### config.mk
export PLATFORM = sky130hd
export DESIGN_NAME = lottery
export DESIGN_NICKNAME = d
export VERILOG_FILES = /design/src/rtl/lottery.sv
export SDC_FILE = /design/constraint.sdc
export NUM_CORES = 1
export LEC_CHECK = 0
export BUFFER_PORTS_ARGS = -buffer_cell sky130_fd_sc_hd__buf_2
export CAP_MARGIN = 25
export CORE_ASPECT_RATIO = 2
export CORE_MARGIN = 5
export CORE_UTILIZATION = 45
export CTS_CLUSTER_DIAMETER = 30
export CTS_CLUSTER_SIZE = 14
export DETAILED_ROUTE_END_ITERATION = 8
export GPL_TIMING_DRIVEN = 0
export PLACE_DENSITY = 0.67
export SETUP_SLACK_MARGIN = 0.15
export SLEW_MARGIN = 30
export SYNTH_ARGS = -nofsm -noshare
export SYNTH_HDL_FRONTEND = slang
export SYNTH_SLANG_ARGS = --single-unit
export TNS_END_PERCENT = 100
### constraint.sdc
create_clock -name scan -period 5.9 [get_ports scan]
set_clock_uncertainty 0.15 [all_clocks]
set_input_delay 0.885 -clock scan [delete_from_list [all_inputs] [get_ports scan]]
set_output_delay 0.885 -clock scan [all_outputs]
set_load 0.03 [all_outputs]
### src/rtl/lottery.sv
// Lottery ticket reader: scans a line count, then 4 ascending numbers per line, and accumulates a BCD prize.
// One register stage per scan edge; rejected values hold the read position and raise RD_ERR until the next accepted value.
module lottery (
    input  logic       scan,
    input  logic       reset,
    input  logic [4:0] W1,
    input  logic [4:0] W2,
    input  logic [4:0] W3,
    input  logic [4:0] W4,
    input  logic [4:0] N_in,
    output logic       SYSRDY,
    output logic       winner,
    output logic       not_a_win,
    output logic       RD_ERR,
    output logic [2:0] Eur100,
    output logic [3:0] Eur010,
    output logic [3:0] Eur001
);

    typedef enum logic [1:0] {
        COUNT   = 2'd0,
        NUMBERS = 2'd1,
        DONE    = 2'd2
    } state_t;

    state_t     state;
    state_t     state_nxt;

    logic [2:0] line_cnt;
    logic [1:0] pos;
    logic [2:0] match;
    logic [4:0] prev;
    logic [2:0] hund;
    logic [3:0] tens;
    logic [3:0] units;
    logic       rd_err;

    logic       count_ok;
    logic       num_ok;
    logic       hit;
    logic       last_num;
    logic       last_line;
    logic [2:0] match_new;
    logic       add_h;
    logic       add_t;
    logic       add_u;
    logic [4:0] u_sum;
    logic [4:0] u_fix;
    logic       carry_u;
    logic [4:0] t_sum;
    logic [4:0] t_fix;
    logic       carry_t;
    logic [2:0] hund_new;
    logic [3:0] tens_new;
    logic [3:0] units_new;
    logic       total_nz;

    // Input qualification
    always_comb begin
        count_ok  = (N_in >= 5'd1) && (N_in <= 5'd4);
        num_ok    = (N_in != 5'd0) && ((pos == 2'd0) || (N_in > prev));
        hit       = (N_in == W1) || (N_in == W2) || (N_in == W3) || (N_in == W4);
        last_num  = (pos == 2'd3);
        last_line = (line_cnt == 3'd1);
        match_new = match + {2'b00, hit};
    end

    // Line prize selection and BCD accumulation with per-digit carry
    always_comb begin
        add_h = (match_new == 3'd4);
        add_t = (match_new == 3'd3);
        add_u = (match_new == 3'd2);

        u_sum   = {1'b0, units} + {4'b0000, add_u};
        carry_u = (u_sum > 5'd9);
        u_fix   = carry_u ? (u_sum - 5'd10) : u_sum;

        t_sum   = {1'b0, tens} + {4'b0000, add_t} + {4'b0000, carry_u};
        carry_t = (t_sum > 5'd9);
        t_fix   = carry_t ? (t_sum - 5'd10) : t_sum;

        units_new = u_fix[3:0];
        tens_new  = t_fix[3:0];
        hund_new  = hund + {2'b00, add_h} + {2'b00, carry_t};
    end

    // State register
    always_ff @(posedge scan or posedge reset) begin
        if (reset) begin
            state <= COUNT;
        end else begin
            state <= state_nxt;
        end
    end

    // Next-state logic
    always_comb begin
        state_nxt = COUNT;
        case (state)
            COUNT, DONE: begin
                state_nxt = count_ok ? NUMBERS : COUNT;
            end
            NUMBERS: begin
                if (num_ok && last_num && last_line) begin
                    state_nxt = DONE;
                end else begin
                    state_nxt = NUMBERS;
                end
            end
            default: state_nxt = COUNT;
        endcase
    end

    // Ticket datapath: counters, previous number, running total, error flag
    always_ff @(posedge scan or posedge reset) begin
        if (reset) begin
            line_cnt <= 3'd0;
            pos      <= 2'd0;
            match    <= 3'd0;
            prev     <= 5'd0;
            hund     <= 3'd0;
            tens     <= 4'd0;
            units    <= 4'd0;
            rd_err   <= 1'b0;
        end else begin
            case (state)
                COUNT, DONE: begin
                    pos   <= 2'd0;
                    match <= 3'd0;
                    prev  <= 5'd0;
                    hund  <= 3'd0;
                    tens  <= 4'd0;
                    units <= 4'd0;
                    if (count_ok) begin
                        line_cnt <= N_in[2:0];
                        rd_err   <= 1'b0;
                    end else begin
                        rd_err   <= 1'b1;
                    end
                end
                NUMBERS: begin
                    if (!num_ok) begin
                        rd_err <= 1'b1;
                    end else begin
                        rd_err <= 1'b0;
                        prev   <= N_in;
                        if (last_num) begin
                            hund     <= hund_new;
                            tens     <= tens_new;
                            units    <= units_new;
                            match    <= 3'd0;
                            pos      <= 2'd0;
                            line_cnt <= line_cnt - 3'd1;
                        end else begin
                            match <= match_new;
                            pos   <= pos + 2'd1;
                        end
                    end
                end
                default: begin
                    rd_err <= 1'b0;
                end
            endcase
        end
    end

    // Output logic
    always_comb begin
        total_nz  = (hund != 3'd0) || (tens != 4'd0) || (units != 4'd0);
        SYSRDY    = (state == COUNT);
        winner    = (state == DONE) && total_nz;
        not_a_win = (state == DONE) && !total_nz;
        RD_ERR    = rd_err;
        Eur100    = hund;
        Eur010    = tens;
        Eur001    = units;
    end

endmodule

==> flow_summary.toml <==
[grt]
track_usage_pct = 19.7
grt_pass1_wl_mm = 10.1
grt_max_degree = 28
antenna_found_initial = 0
grt_pass1_vias = 2243
grt_overflow = 0

[cts]
htree_levels = 1
clockBufferDepth = 2
tritoncts.num_buffers = 3
cts.clk_slew.worst_paths_ps = 110
cts_tree = "done"
clk_latency_ps = 290
clkSinkCount = 27
cts_root_buffer = "clkbuf_8"

[place]
dp_hpwl_mm = 4.61
place_congestion = 0.775
post-place-ws_ps = -642
io_buffers = 40
placed_cells = 365
postPlaceCellArea_sq_mm = 0.00274

[drt]
firstDrtPassIters = 4
wl_per_cell_um = 15.8
drtIter0Drc = 56
drc_errors = 0
postRouteAntennaNets = 0
routed_via_density = 5.47
vias = 2149
wl_mm = 6.19

[critical_path]
rrSetupSlack_ps = 1070
max_stage_delay_ps = 300
endpoint_kind = "flip-flop"
timing.critical_path.slowest_stage_cell = "mux2_4"
required_ps = 5980
crit_type = "in -> reg"
cp_data_arrival_time_ps = 6000
crit_path_max_fanout = 7
cp_common_cell = "ha_4"
start_kind = "input pin"

[logic_synthesis]
synth-edff-count = 0
async_flop_share_pct = 100
synth.largest_area_cell = "dfrtp_1"
ys_ff_latch = 27
syn_inst = 268
syn_area_sq_mm = 0.00228
synthTopCellsByArea = "dfrtp_1 (30%), ha_1 (9.9%), xnor2_1 (6.1%)"
synth.most_common_cell = "dfrtp_1"
ys_seq_area_share_pct = 29.6
syn_nets = 314
ys_warn_count = 0
syn_avg_cell_area_sq_um = 8.52
synthTopCellsByCount = "dfrtp_1 (27), o21ai_0 (22), nor2_1 (19), ha_1 (18), inv_1 (18)"
synthFlopType = "dfrtp_1"
synth.distinct_cells = 49
synth_top_area_share_pct = 29.6

[layout]
drive_gt1_share_pct = 35.4
design_area_sq_mm = 0.00307
fin_cells = 393
n_fill_cell = 444
antenna_cells = 0
final_nets = 383
syn2layout_area_growth_pct = 34.2

[die]
core_area_sq_mm = 0.00491
dieArea_sq_mm = 0.00669
initial_core_util_pct = 46.5
die_y_um = 111
die_x_um = 60.4
io_pins = 42
num_rows = 36

[outcome]
failed_checks = "negative setup slack"
status = "finished with violations"

[sta]
finalCriticalPeriod_ps = 5920
maxSlewViolCount = 0
worst_slack_ps = -19.7
setup-tns-final_ps = -19.7
worst_pin_slew_ps = 586
relSlewSlack_pct = 60.9
period_share_pct = 100
rsz0062_at_grt = "true"
setup_viol = 1
fmax_mhz = 169
hold_violations = 0

[pwr]
p_leak_nw = 1.40
powerDensity_mw_per_mm2 = 437
ir_drop_mv = 0.369

[worst_hold_path]
hold_path.class = "reg -> reg"

[run]
maxCapViolCount = 0
==> cell usage in the layout (no fill, tap or decap), types with 12 or more instances in the layout <==
cell and count:
a21oi_1 13, nand3_1 14, xnor2_1 12, inv_1 16, nor2_1 18, buf_4 26
buf_2 39, dfrtp_1 27, o21ai_0 22, nand2_1 16
==> kinds of logic (layout without fill, tap and decap cells) <==
kind of cell / Yosys count / in the layout / share of synthesized area [%]
buffers and inverters: 36 / 104 / 7.61
adder cells (fa/ha/maj): 19 / 19 / 10.7
multiplexers: 5 / 5 / 2.25
AND/OR/NAND/NOR: 87 / 87 / 20.0
AO/OA/AOI/OAI: 67 / 67 / 19.5
XOR/XNOR: 27 / 27 / 10.4
flip-flops: 27 / 27 / 29.6
==> worst paths after layout <==
path | cells past startpoint | startpoint | end
min in group asynchronous | 2 | reset | Eur010[3]$_DFFE_PP0P_
max in group asynchronous | 2 | reset | Eur001[1]$_DFFE_PP0P_
worst min-delay path | 2 | prev[3]$_DFFE_PP0P_ | prev[3]$_DFFE_PP0P_
worst max-delay path | 32 | N_in[4] | Eur100[2]$_DFFE_PP0P_
worst min register to register | 2 | prev[3]$_DFFE_PP0P_ | prev[3]$_DFFE_PP0P_
worst max register to register | 26 | match[0]$_DFFE_PP0P_ | Eur100[2]$_DFFE_PP0P_
==> critical path: cells and delay by family <==
family          cells  cell delay [ps]
mux                 1              300
fa+ha+maj           9             1760
compound gates      7             1130
simple gates        7              900
xor+xnor            4              590
buf+inv             4              430
==> routing by layer <==
layer,track usage [%],share of wire [%]
met2,36.8,57
met3,1.52,3.9
met1,20.1,36
met4,10.1,3.8
met5,0,0
==> through the flow <==
stage | hold WS [ps] | power [W] | utilization, %
floorplan | 318 | 0.000950 | -
global placement | 332 | 0.00114 | 55.9
detailed placement | 340 | 0.00115 | 55.9
CTS | 367 | 0.00132 | 60.5
global route | 389 | 0.00147 | 62.4
finish | 363 | 0.00134 | 62.4
==> state kept, by name, summed over array words and instances, names as in the netlist <==
name,flops
Eur001,4
Eur100,3
RD_ERR,1
state,2
pos,2
line_cnt,3
match,3
Eur010,4
prev,5
==> layout make-up <==
cell class	instances	area, sq um	share of cell area (%)
clock inverters	1	8.76	0.286
well taps	57	71.3	2.33
multi-input cells	205	1640	53.6
clock buffers	3	41.3	1.35
repair buffers	64	390	12.7
flip-flops and latches	27	676	22.0
inverters	18	67.6	2.20
plain buffers	18	166	5.43
==> timing repair <==
item,CTS,global route
hold buffers,0,0
pin swaps,21,3
setup buffers,16,8
resized for setup,10,8
setup endpoints to repair,3,5
==> where the power goes <==
| group | switching, W | total, W | internal [W] |
|---|---|---|---|
| clock | 0.0000685 | 0.000118 | 0.0000499 |
| sequential | 0.0000617 | 0.000320 | 0.000258 |
| combinational | 0.000495 | 0.000902 | 0.000407 |
Power figures use the tool's default switching activity.
